<file path="src/rtl/rps_pkg.sv">
// Shared encodings for the rock-paper-scissors referee: punch codes,
// result codes, FSM states and the punch compare helpers.
package rps_pkg;

    localparam logic [3:0] PUNCH_NONE     = 4'b0000;
    localparam logic [3:0] PUNCH_SCISSORS = 4'b0001;
    localparam logic [3:0] PUNCH_STONE    = 4'b0010;
    localparam logic [3:0] PUNCH_PAPER    = 4'b0100;

    typedef enum logic [1:0] {
        RES_NONE = 2'b00,
        RES_P1   = 2'b01,
        RES_P2   = 2'b10,
        RES_DRAW = 2'b11
    } res_e;

    typedef enum logic [2:0] {
        ARM     = 3'd0,
        COLLECT = 3'd1,
        JUDGE   = 3'd2,
        SHOW    = 3'd3,
        OVER    = 3'd4
    } state_e;

    // Multi-hot codes and anything with bit 3 set count as no punch.
    function automatic logic punch_valid(input logic [3:0] p);
        return (p == PUNCH_SCISSORS) || (p == PUNCH_STONE) ||
               (p == PUNCH_PAPER);
    endfunction

    function automatic logic beats(input logic [3:0] a,
                                   input logic [3:0] b);
        return ((a == PUNCH_STONE)    && (b == PUNCH_SCISSORS)) ||
               ((a == PUNCH_SCISSORS) && (b == PUNCH_PAPER))    ||
               ((a == PUNCH_PAPER)    && (b == PUNCH_STONE));
    endfunction

endpackage

</file>
<file path="src/rtl/rps_referee_if.sv">
// Punch inputs, tick/restart controls and score/result indicators
// between the display stage and the referee.
interface rps_referee_if;

    logic [3:0] punch_1;
    logic [3:0] punch_2;
    logic       tick;
    logic       new_match;
    logic [1:0] result;
    logic       result_valid;
    logic [3:0] score_1;
    logic [3:0] score_2;
    logic       match_over;
    logic [1:0] winner;

    modport master (
        output punch_1, punch_2, tick, new_match,
        input  result, result_valid, score_1, score_2,
        input  match_over, winner
    );

    modport slave (
        input  punch_1, punch_2, tick, new_match,
        output result, result_valid, score_1, score_2,
        output match_over, winner
    );

endinterface

</file>
<file path="src/rtl/rps_judge.sv">
// Combinational round judge: compares two latched one-hot punches and
// returns the result code.
module rps_judge
    import rps_pkg::*;
(
    input  logic [3:0] p1,
    input  logic [3:0] p2,
    output res_e       res
);

    always_comb begin
        res = RES_NONE;
        unique case (1'b1)
            (p1 == p2):   res = RES_DRAW;
            beats(p1, p2): res = RES_P1;
            beats(p2, p1): res = RES_P2;
            default:      res = RES_NONE;
        endcase
    end

endmodule

</file>
<file path="src/rtl/rps_referee.sv">
// Rock-paper-scissors referee: latches punches, judges, shows, scores.
// Define RPS_TIMEOUT_EN to add the single-player forfeit timeout.
module rps_referee
    import rps_pkg::*;
#(
    parameter int WIN_SCORE     = 3,
    parameter int SHOW_TICKS    = 4,
    parameter int TIMEOUT_TICKS = 16
)
(
    input  logic          CLK,
    input  logic          Clear,
    rps_referee_if.slave  io
);

    // One tick counter serves both the show hold and the forfeit window.
    localparam int CNT_MAX = (SHOW_TICKS > TIMEOUT_TICKS) ?
                             SHOW_TICKS : TIMEOUT_TICKS;
    localparam int CNT_W   = $clog2(CNT_MAX + 1);

    localparam logic [CNT_W-1:0] SHOW_LIM = CNT_W'(SHOW_TICKS);
    localparam logic [3:0]       WIN      = 4'(WIN_SCORE);

    state_e            state_q, state_d;
    logic [3:0]        p1_q, p1_d;
    logic [3:0]        p2_q, p2_d;
    logic [3:0]        s1_q, s1_d;
    logic [3:0]        s2_q, s2_d;
    res_e              res_q, res_d;
    logic              rv_q, rv_d;
    logic [CNT_W-1:0]  cnt_q, cnt_d;

    res_e              judge_res;
    res_e              award;
    logic              lat1, lat2;
    logic              take1, take2;
    logic              both_now;
    logic              inputs_idle;
    logic              show_done;
    logic              win_reached;
    logic              to_fire;
    logic [CNT_W-1:0]  cnt_inc;

    rps_judge u_judge (
        .p1  (p1_q),
        .p2  (p2_q),
        .res (judge_res)
    );

    assign lat1        = (p1_q != PUNCH_NONE);
    assign lat2        = (p2_q != PUNCH_NONE);
    assign take1       = !lat1 && punch_valid(io.punch_1);
    assign take2       = !lat2 && punch_valid(io.punch_2);
    assign both_now    = (lat1 || take1) && (lat2 || take2);
    assign inputs_idle = (io.punch_1 == PUNCH_NONE) &&
                         (io.punch_2 == PUNCH_NONE);
    assign cnt_inc     = cnt_q + CNT_W'(1);
    assign show_done   = (state_q == SHOW) && io.tick &&
                         (cnt_inc == SHOW_LIM);
    assign win_reached = (s1_q == WIN) || (s2_q == WIN);

`ifdef RPS_TIMEOUT_EN
    localparam logic [CNT_W-1:0] TO_LIM = CNT_W'(TIMEOUT_TICKS);

    logic one_waiting;

    assign one_waiting = (state_q == COLLECT) && (lat1 ^ lat2) &&
                         !both_now;
    assign to_fire     = one_waiting && io.tick && (cnt_inc == TO_LIM);
`else
    assign to_fire     = 1'b0;
`endif

    always_ff @(posedge CLK or posedge Clear) begin
        if (Clear) begin
            state_q <= ARM;
            p1_q    <= PUNCH_NONE;
            p2_q    <= PUNCH_NONE;
            s1_q    <= '0;
            s2_q    <= '0;
            res_q   <= RES_NONE;
            rv_q    <= 1'b0;
            cnt_q   <= '0;
        end else begin
            state_q <= state_d;
            p1_q    <= p1_d;
            p2_q    <= p2_d;
            s1_q    <= s1_d;
            s2_q    <= s2_d;
            res_q   <= res_d;
            rv_q    <= rv_d;
            cnt_q   <= cnt_d;
        end
    end

    always_comb begin
        state_d = state_q;
        if (io.new_match) begin
            state_d = ARM;
        end else begin
            unique case (state_q)
                ARM: begin
                    if (inputs_idle) state_d = COLLECT;
                end
                COLLECT: begin
                    if (to_fire)       state_d = SHOW;
                    else if (both_now) state_d = JUDGE;
                end
                JUDGE: state_d = SHOW;
                SHOW: begin
                    if (show_done) state_d = win_reached ? OVER : ARM;
                end
                OVER:    state_d = OVER;
                default: state_d = ARM;
            endcase
        end
    end

    always_comb begin
        p1_d  = p1_q;
        p2_d  = p2_q;
        s1_d  = s1_q;
        s2_d  = s2_q;
        res_d = res_q;
        rv_d  = 1'b0;
        cnt_d = cnt_q;
        award = RES_NONE;
        if (io.new_match) begin
            p1_d  = PUNCH_NONE;
            p2_d  = PUNCH_NONE;
            s1_d  = '0;
            s2_d  = '0;
            res_d = RES_NONE;
            cnt_d = '0;
        end else begin
            unique case (state_q)
                COLLECT: begin
                    if (take1) p1_d = io.punch_1;
                    if (take2) p2_d = io.punch_2;
                    cnt_d = '0;
`ifdef RPS_TIMEOUT_EN
                    if (one_waiting && io.tick) cnt_d = cnt_inc;
`endif
                    if (to_fire) begin
                        award = lat1 ? RES_P1 : RES_P2;
                        cnt_d = '0;
                    end
                end
                JUDGE: begin
                    award = judge_res;
                    cnt_d = '0;
                end
                SHOW: begin
                    if (io.tick) cnt_d = cnt_inc;
                    if (show_done) begin
                        cnt_d = '0;
                        if (!win_reached) begin
                            res_d = RES_NONE;
                            p1_d  = PUNCH_NONE;
                            p2_d  = PUNCH_NONE;
                        end
                    end
                end
                default: cnt_d = '0;
            endcase
            if (award != RES_NONE) begin
                res_d = award;
                rv_d  = 1'b1;
                if (award == RES_P1) s1_d = s1_q + 4'd1;
                if (award == RES_P2) s2_d = s2_q + 4'd1;
            end
        end
    end

    always_comb begin
        io.match_over = (state_q == OVER);
        io.winner     = RES_NONE;
        if (state_q == OVER) begin
            if (s1_q == WIN)      io.winner = RES_P1;
            else if (s2_q == WIN) io.winner = RES_P2;
        end
    end

    assign io.result       = res_q;
    assign io.result_valid = rv_q;
    assign io.score_1      = s1_q;
    assign io.score_2      = s2_q;

endmodule

</file>
<file path="src/flat_wrapper.sv">
// flat-port wrapper written by rule: the top's interface ports become plain ports
module rps_referee_flat import rps_pkg::*;
#(
    parameter int WIN_SCORE     = 3,
    parameter int SHOW_TICKS    = 4,
    parameter int TIMEOUT_TICKS = 16
)
  (CLK, Clear, io_punch_1, io_punch_2, io_tick, io_new_match, io_result, io_result_valid, io_score_1, io_score_2, io_match_over, io_winner);
  rps_referee_if io_i ();
  input  logic CLK;
  input  logic Clear;
  input wire logic [$bits(io_i.punch_1)-1:0] io_punch_1;
  input wire logic [$bits(io_i.punch_2)-1:0] io_punch_2;
  input wire logic [$bits(io_i.tick)-1:0] io_tick;
  input wire logic [$bits(io_i.new_match)-1:0] io_new_match;
  output wire logic [$bits(io_i.result)-1:0] io_result;
  output wire logic [$bits(io_i.result_valid)-1:0] io_result_valid;
  output wire logic [$bits(io_i.score_1)-1:0] io_score_1;
  output wire logic [$bits(io_i.score_2)-1:0] io_score_2;
  output wire logic [$bits(io_i.match_over)-1:0] io_match_over;
  output wire logic [$bits(io_i.winner)-1:0] io_winner;
  assign io_i.punch_1 = io_punch_1;
  assign io_i.punch_2 = io_punch_2;
  assign io_i.tick = io_tick;
  assign io_i.new_match = io_new_match;
  assign io_result = io_i.result;
  assign io_result_valid = io_i.result_valid;
  assign io_score_1 = io_i.score_1;
  assign io_score_2 = io_i.score_2;
  assign io_match_over = io_i.match_over;
  assign io_winner = io_i.winner;
  rps_referee #(.WIN_SCORE(WIN_SCORE), .SHOW_TICKS(SHOW_TICKS), .TIMEOUT_TICKS(TIMEOUT_TICKS)) u_core (.CLK(CLK), .Clear(Clear), .io(io_i));
endmodule
</file>
<file path="config.mk">
export PLATFORM = sky130hd
export DESIGN_NAME = rps_referee_flat
export DESIGN_NICKNAME = d
export VERILOG_FILES = /design/src/rtl/rps_pkg.sv /design/src/rtl/rps_referee_if.sv /design/src/rtl/rps_judge.sv /design/src/rtl/rps_referee.sv /design/src/flat_wrapper.sv
export SDC_FILE = /design/constraint.sdc
export NUM_CORES = 1
export LEC_CHECK = 0
export CORE_MARGIN = 8
export CORE_UTILIZATION = 40
export DETAILED_ROUTE_END_ITERATION = 10
export GPL_TIMING_DRIVEN = 0
export PLACE_DENSITY = 0.66
export SLEW_MARGIN = 30
export SYNTH_ARGS = -nofsm -noshare
export SYNTH_HDL_FRONTEND = slang
export SYNTH_SLANG_ARGS = --single-unit
</file>
<file path="constraint.sdc">
create_clock -name CLK -period 3.5 [get_ports CLK]
set_input_delay 1.05 -clock CLK [delete_from_list [all_inputs] [get_ports CLK]]
set_output_delay 1.05 -clock CLK [all_outputs]
set_load 0.02 [all_outputs]
</file>
## After elaboration in Yosys (flattened, before gate mapping)

Index checks and enable logic that the tools add are counted.
Widths: inputs -> output; s select.

| cells by class | value |
|---|---|
| reductions and logical operators | 43 |
| multiplexer cells | 37 |
| add/subtract/negate cells | 3 |
| equal/unequal tests | 30 |

Operators by type and width:

| cell | count |
|---|---|
| $mux 4 | 12 |
| $eq 4x2->1 const B | 6 |
| $mux 2 | 10 |
| $mux 5 | 4 |
| $eq 4x1->1 const B | 4 |
| $eq 4x3->1 const B | 4 |
| $pmux 4 s2 | 2 |
| $mux 3 | 5 |
| $ne 3x2->1 const B | 5 |
| $pmux 3 s5 | 1 |
| $logic_and 1x1->1 | 12 |
| $logic_or 1x1->1 | 11 |
| $reduce_bool 3->1 | 3 |
| $add 4x1->4 const B | 2 |
| $logic_not 4->1 | 2 |
| $reduce_and 4->1 | 2 |
| $reduce_bool 2->1 | 4 |
| $reduce_bool 4->1 | 2 |
| $eq 3x2->1 const B | 2 |
| $ne 3x3->1 const B | 2 |
| $pmux 2 s3 | 1 |
| $reduce_and 3->1 | 2 |
| $add 5x1->5 const B | 1 |
| $eq 5x3->1 const B | 1 |
| 10 further kinds | 13 |

| storage, ports and cells | value |
|---|---|
| output and inout bits | 14 |
| input bits | 12 |
| register bits after elaboration | 27 |
| word-level logic and storage cells | 121 |

## Depth between registers and ports, before layout

Gate-level depths: netlist (run 1).

| depth | value |
|---|---|
| word-level depth | 11 |
| depth in mapped cells | 6 |
| gate-level depth less buffers | 6 |

## By module

Synthesis (run 1) repeated with hierarchy kept, for this count alone.

| unflattened totals | value |
|---|---|
| cells, all modules | 173 |
| area total of the unflattened synthesis | 1725.4 um^2 |

Modules (own cells, without submodules):

| module | area each (um^2) | times used | cells an instance |
|---|---|---|---|
| rps_referee | 1565.3 | 1 | 153 |
| rps_judge | 160.2 | 1 | 20 |

## Least setup slack after synthesis (run 1)

No wires, ideal clock.

| path | value |
|---|---|
| path type | flip-flop to output port |
| start point | register u_core.s2_q[0] (netlist: u_core.io.score_2[0]) |
| end point | output port io_winner[1] |
| cell stages (with the launch flop) | 5 |
| required time | 2.450 ns |
| arrival | 1.595 ns |
| buffers on the path | 0 |
| setup slack | 0.855 ns |
| cells stage by stage | dfrtp_1 ha_1 inv_1 or3_1 nor3b_1 |

| on the way | value |
|---|---|
| cells in the longest elaborated chain, start to end | 4 |

RTL lines:

| element | RTL line | RTL |
|---|---|---|
| start: declaration | rps_referee.sv:28 | `logic [3:0] s2_q, s2_d;` |
| start signal: assignment | rps_referee.sv:80 | `s2_q <= '0;` |
| start signal: assignment | rps_referee.sv:89 | `s2_q <= s2_d;` |
| $eq 4x2->1 | rps_referee.sv:180 | `else if (s2_q == WIN) io.winner = RES_P2;` |
| $mux 2 | rps_referee.sv:180 |  |
| $mux 2 | rps_referee.sv:179 | `if (s1_q == WIN) io.winner = RES_P1;` |
| $mux 2 | rps_referee.sv:178 | `if (state_q == OVER) begin` |
| end: declaration | flat_wrapper.sv:21 | `output wire logic [$bits(io_i.winner)-1:0] io_winner;` |

No other way between the ends.

## Worst setup path after layout (run 1)

Ends and elaborated chain as after synthesis.

==> results.md, run 1 <==
- Among all stages on the critical path, the largest delay is contributed by clkdlybuf4s50_1.
- At the end of the flow the core is filled with cells to 0.510.
- The normalized max-slew margin is 0.635.
- The detail route stage leaves a number of antenna-violating nets equal to 0.
- The tool flagged a number of max-cap violations equal to 0.
- The initial antenna violation count came to 0.
- From synthesis to final layout, the design area changed by 22.5%.
- Setup slack on the critical path of the routed design comes to 0.315 ns.
- VDD sags by at most 0.000138 V.
- Counting buffers and inverters, the worst setup path is 5 cells deep.
- Post-CTS timing repair inserted 0 buffers for setup.
- The cell type with the largest total area after synthesis is dfrtp_1.
- Walking the worst path, the cells encountered are ha_1 -> inv_1 -> or3_1 -> nor3b_1 -> clkdlybuf4s50_1.
- The worst stage delay on the critical path is 0.64 ns.
- The initial utilization of the core area, before any placement, comes to 0.417.
- The full die area is 6080 um2.
- The number of buffer and inverter instances along the worst setup path is 2.
- The post-route clock period utilization is 0.910.
- The routed via count is 1,218.
- Using the TritonRoute via totals, the vias-per-cell ratio works out to 5.44.
- The via count of the first global-routing pass is 1,200.
- The critical register-to-register path endpoint is u_core.p1_q[0].
- The cell sitting at the root of the clock tree is a clkbuf_8.
- The top-level I/O count is 26.
- Setup repair after global routing left no endpoint under its margin.
- The summed instance area of the synthesized netlist is 1540 um2.
- The startpoint identified for the worst register-to-register timing path is u_core.cnt_q[0].
- Detailed placement finished with a half-perimeter wire length of 2460 um.
- STA classifies the critical path startpoint as a flop.
- The number of different library cells in the post-synthesis netlist is 39.
- For the worst-skew pair, the clock arrives at the later sink with an insertion delay of 0.27 ns.
- The number of buffers created by CTS is 3.
- The die boundary height is 78.0 um.
- Counting cells, the worst reg-to-reg path comes to 5.
- Entering global routing, the biggest net connects 28 pins.
- The DRC violation count after routing is 0.
- The kind of cell adding the most delay to the critical path is buffers and inverters.
- The smallest clock period supported by the final layout is computed as 3.18 ns.
- The portion of the post-synthesis area used by sequential elements is 0.440.
- Summed over all cells, the static leakage comes to 0.764 nW.
- The top cell types in the final layout, fill and taps aside, are dfrtp_1, clkdlybuf4s50_1, nor2_1.
- The fraction of final layout cells sized beyond drive strength 1 is 0.0795.
- Post-CTS repair changed the size of 0 cells.
- The total wire length is 3150 um.
- The detailed router finished its first iteration with 58 violations.
- CTS built an H-tree with a depth of 1.
- The total area inside the core boundary comes to 3690 um2.
- The final setup violation count is 0.
- The area occupied by multi-input gates is 835 um2.
- The number of max-slew violations in the final report was 0.
- Synthesis handed over a netlist of 148 instances.
- The die is 78.0 um wide.
- The cell row count is 22.
- The number of port buffers is 24.
- The first-pass GRT wire length is 5570 um.
- Before antenna repair, the detailed router went through 4 iterations.
- For this design, the sink count on the clock tree is 27.
- The filler cells instantiated in the layout total 340.
- The register clock-pin slew on the reported worst setup and hold paths is 0.09 ns.
- The min-delay analysis places its worst path in the category reg2reg.
- The required arrival time at the worst endpoint is 2.45 ns.
- Counting along the longest clock path gives a buffer depth of 2.
- The most critical setup path has its endpoint at io_winner[1].
- In the post-synthesis netlist, the biggest area contributors are dfrtp_1, nor4b_2, nor2_1.
- At the pin with the least slew margin, the transition time is 0.546 ns.
- Across the routed clock network, the largest skew measured is 0.00733 ns.
- The final layout contains 192 nets.
- The clock tree from TritonCTS is built.
- Based on the critical path, the design can be clocked at up to 314 MHz.
- The weighted congestion reported at the end of routability-driven placement is 0.746.
- The synthesized net count is 163.
- The Yosys warning count is 0.
- STA classifies the critical path endpoint as an output pin.
- Summing all flip-flop and latch instances after layout gives 676 um2.
- The worst setup path is of the reg2out kind.
- The slack of the worst reg-to-reg path is 1.60 ns.
- Summed over all failing endpoints, the final setup total negative slack is 0 ns.
- For this run, the total global-route usage over all layers was measured as 0.109.
- The average wire per standard cell is 14.1 um.
- The final number of hold-violating endpoints is 0.
- The run finished with clean final reports.
- The total power after layout is 0.000559 W.
- Hold repair after CTS inserted 0 buffers.
- The share of synthesized area in the top cell type comes to 0.440.
- The most common library cell in the layout ignoring fill and taps is dfrtp_1.
- The critical path starts at u_core.io.score_2[0].
- Along the worst path, the maximum fanout reaches 4.
- The pre-CTS setup slack is 0.480 ns.
- The worst hold path begins at u_core.io.result[1].
- The register bit count reported by yosys is 27.
- The number of antenna diodes is 0.
- Each instance of the synthesized netlist takes up on average 10.4 um2.
- In this run the power density over the cells is 297 nW/um2.
- Data on the critical path arrives at its endpoint at 2.13 ns.
- The overall overflow remaining after global route is 0.
[worst min-delay path by stage]
stage                                      to  slack [ns]  depth (start not counted)
after floorplan             u_core.state_q[1]        0.48                          1
after global placement    u_core.io.result[0]        0.49                          1
after detailed placement  u_core.io.result[1]        0.49                          1
after CTS                 u_core.io.result[1]        0.52                          1
after global routing      u_core.io.result[1]        0.54                          1
final                     u_core.io.result[1]        0.51                          1
[power breakdown]
group          internal, W  leakage (nW)  switching (W)
logic            0.0000277         0.365      0.0000327
clock network    0.0000815        0.0228      0.0000942
registers         0.000317         0.377     0.00000630
total             0.000426         0.764       0.000133
[stage by stage]
step | instance area [um2] | std cells | hold slack [ns]
global route | 1880 | 224 | 0.535
CTS | 1880 | 224 | 0.519
finish | 1880 | 224 | 0.509
floorplan | 1540 | 148 | 0.484
global placement | 1840 | 220 | 0.487
detailed placement | 1840 | 220 | 0.490
[worst register-to-register path, cell delays in order, from the launching register on]
cell and delay (ns):
dfrtp_1 0.40, ha_1 0.18, nand2_1 0.09, nor4_2 0.40, a41oi_2 0.40, a22o_1 0.34
[cell usage after synthesis]
cell type	instances
a211oi_1	1
a21oi_1	4
a21oi_2	1
a22o_1	6
a22oi_1	2
a31o_1	3
a31oi_1	1
a31oi_4	1
a41oi_1	1
a41oi_2	1
and2_1	2
and3b_1	1
clkbuf_1	2
dfrtp_1	27
ha_1	3
inv_1	5
mux2_1	2
mux2i_1	4
nand2_1	9
nand2b_1	2
nand3_1	2
nand3b_1	1
nand4_1	5
nor2_1	20
nor2b_1	2
nor3_1	2
nor3b_1	3
nor4_1	6
nor4_2	1
nor4b_2	6
o211ai_1	2
o21ai_0	2
o21bai_1	1
or2_1	1
or3_1	2
or3b_1	1
or4b_1	1
xnor2_1	8
xor2_1	4
[sequential cells by signal (all words and copies together) (netlist names)]
signal / count
u_core.state_q: 3
u_core.io.score_2: 4
u_core.p2_q: 4
u_core.io.result_valid: 1
u_core.p1_q: 4
u_core.io.result: 2
u_core.cnt_q: 5
u_core.io.score_1: 4
[layout make-up]
class,count,area share
plain buffers,2,0.00399
clock buffers,4,0.0239
inverters,5,0.00997
multi-input cells,114,0.443
flip-flops and latches,27,0.359
well taps,48,0.0319
repair buffers,24,0.128
[cell families after synthesis]
group | count (synthesis) | share of synthesized area
simple gates | 67 | 0.270
flops | 27 | 0.440
compound gates | 26 | 0.140
xor+xnor | 12 | 0.0684
buf+inv | 7 | 0.0171
mux | 6 | 0.0407
fa+ha+maj | 3 | 0.0244
[layer usage]
layer / up-vias / part of all wire / routed length [um] / track usage
li1: 604 / - / - / -
met1: 593 / 0.44 / 1400 / 0.136
met2: 17 / 0.50 / 1590 / 0.180
met3: 4 / 0.042 / 132 / 0.0265
met4: 0 / 0.0098 / 31 / 0.0333
met5: - / 0 / 0 / 0
Note: power is estimated with default switching activity, not from simulation.
==> inputs of run 2 (changes only) <==
REMOVE_ABC_BUFFERS = 1   (was unset)
==> run 2 against run 1 <==
Maximum frequency up 0.62%. Critical path depth unchanged. Critical path type unchanged. Hold slack better by 0.0036 ns. First-iteration DRC count up 16%. Final cell count down 0.45%. Via count up 1.6%. Non-clock buffer count down 1. Die area unchanged. Global-route usage up 0.23 points. Final area up 0.20%.
==> results.md, run 2 (synthesis results as in run 1) <==
- The run finished with clean final reports.
- The total power after layout is 0.000561 W.
- The number of nets in the final layout is 191.
- The floorplan has 22 rows.
- For this run, the top clock speed supported by timing is 316 MHz.
- Across the run, the number of max-cap violations was 0.
- The tree built by TritonCTS fans out to 27 sinks.
- The initial antenna violation count is 0.
- The first-pass GRT wire length is 5580 um.
- Across the whole layout, storage elements account for 676 um2.
- CTS placed an instance of clkbuf_8 at the clock tree root.
- The final number of hold-violating endpoints is 0.
- The die boundary height is 78.0 um.
- The routed via count is 1,238.
- The total routing resource utilization after global routing is 0.111.
- The setup total negative slack is 0 ns.
- The wire-length estimate of the detail-placed layout is 2490 um.
- Dividing the detail-routed wire length by the instance count gives 14.6 um.
- The worst pin sits at a relative slew slack of 0.579.
- Summing all placed instances gives a cell area of 1840 um2.
- Of the available clock period, the critical path in the final layout requires 0.904.
- The maximum number of pins on one net before global-route repair is 28.
- Data arrives at the worst endpoint at 2.12 ns.
- For this run, design rule violations remaining after detail routing come to 0.
- In this run the post-CTS setup repair buffer count came out at 0.
- The overall overflow remaining after global route is 0.
- The number of max-slew violations in the final report is 0.
- The endpoint type of the worst setup path is an output pin.
- The via count of the first global-routing pass is 1,246.
- For this configuration, the core starts out at a cell density of 0.417.
- CTS built an H-tree with a depth of 1.
- The class of the tightest hold or removal check is reg2reg.
- On the final layout, the worst hold slack is 0.512 ns.
- More flip-flops sit in one register than any other, and that register is u_core.cnt_q.
- The final setup violation count is 0.
- The count of TritonRoute iterations in the first routing pass is 4.
- The number of buffers created by CTS is 3.
- The power per cell area is 298 nW/um2.
- The clock period could shrink to 3.17 ns.
- The register with the most flip-flops in the layout has 5 of them.
- The die extent in x is 78.0 um.
- The placeable core region is 3690 um2.
- The repair_antennas step left the layout with diodes totalling 0.
- The slew at the pin closest to its max-slew limit is 0.630 ns.
- The worst-case clock buffer depth is 2.
- The number of filler cells placed in the layout is 351.
- During I/O placement, the number of pins put on the boundary was 26.
- The critical path class is reg2out.
- The clock tree from TritonCTS is built.
- Routability-driven placement finished with a final weighted congestion of 0.749.
- The count of nets left with antenna violations once routing finished came out at 0.
- Of all nets on the critical path, the largest fanout is 4.
- Setup repair after global routing left no endpoint under its margin.
- Input and output buffers added on the ports amount to 25.
- Clock latency on the worst-skew pair, taken at its later pin, is 0.27 ns.
- The final non-filler cell area is 1890 um2.
- In the final layout, the multi-input gates occupy 835 um2.
- The worst setup path is launched from a flop.
- The largest vdd supply drop is 0.000184 V.
- In this run the static leakage power is 0.769 nW.
- The register clock-pin slew on the reported worst setup and hold paths is 0.09 ns.
- The iteration-0 DRC count of the detailed router is 67.
- The fraction of final layout cells sized beyond drive strength 1 is 0.0857.
- In the layout the commonest cells are dfrtp_1, clkdlybuf4s50_1, nor2_1.
- For the worst setup path, the data required time is 2.45 ns.
- The area added between synthesis and finish is 22.7%.
- The total wire length is 3250 um.
- Hold repair after CTS inserted 0 buffers.
- The number of gates resized after CTS was 0.
- Clock skew on the completed layout was measured at 0.00266 ns.
- The die covers 6080 um2.
- Dividing the detail-routed via count by the number of cells gives 5.55.
- The most common library cell in the layout ignoring fill and taps is dfrtp_1.
==> run 2: cell types whose count changed in the layout (fill, tap and decap cells not counted) <==
cell,change
clkinv_2,+1
clkdlybuf4s50_1,+1
clkbuf_1,-3
==> run 2: critical path, stage by stage (launching register included) <==
cell and delay, ns:
dfrtp_1 0.41, ha_1 0.16, inv_1 0.05, or3_1 0.37, nor3b_1 0.22, clkdlybuf4s50_1 0.64
==> run 2: path summary, 6_finish.rpt <==
check | from | end | slack [ns] | depth (start not counted)
hold / removal | u_core.io.result[0] | u_core.io.result[0] | 0.51 | 1
min in group asynchronous | Clear | u_core.cnt_q[4] | 1.16 | 2
max in group asynchronous | Clear | u_core.io.result_valid | 1.97 | 2
setup reg to reg | u_core.cnt_q[0] | u_core.p1_q[1] | 1.58 | 5
hold reg to reg | u_core.io.result[0] | u_core.io.result[0] | 0.51 | 1
setup / recovery | u_core.io.score_2[0] | io_winner[1] | 0.33 | 5
==> run 2: stage by stage <==
step,setup WS [ns],cells,utilization
CTS,0.320,223,0.511
global placement,0.436,219,0.499
detailed placement,0.395,219,0.499
floorplan,0.855,146,-
finish,0.335,223,0.511
global route,0.201,223,0.511
==> run 2: metal layers <==
metal / GRT usage / vias up / share of wire / wire [um]
li1: - / 601 / - / -
met5: 0 / - / 0 / 0
met4: 0.0352 / 0 / 0.012 / 38
met3: 0.0357 / 6 / 0.064 / 208
met2: 0.188 / 34 / 0.48 / 1550
met1: 0.130 / 597 / 0.45 / 1450
==> run 2: area by class of cell <==
type,instances,share of cell area
flip-flops and latches,27,0.358
multi-input cells,114,0.443
inverters,5,0.00995
clock buffers,3,0.0219
clock inverters,1,0.00265
repair buffers,25,0.133
well taps,48,0.0319
==> run 2: power breakdown <==
group          internal, W  switching, W
Clock            0.0000798     0.0000971
Sequential        0.000317    0.00000640
Combinational    0.0000283     0.0000327
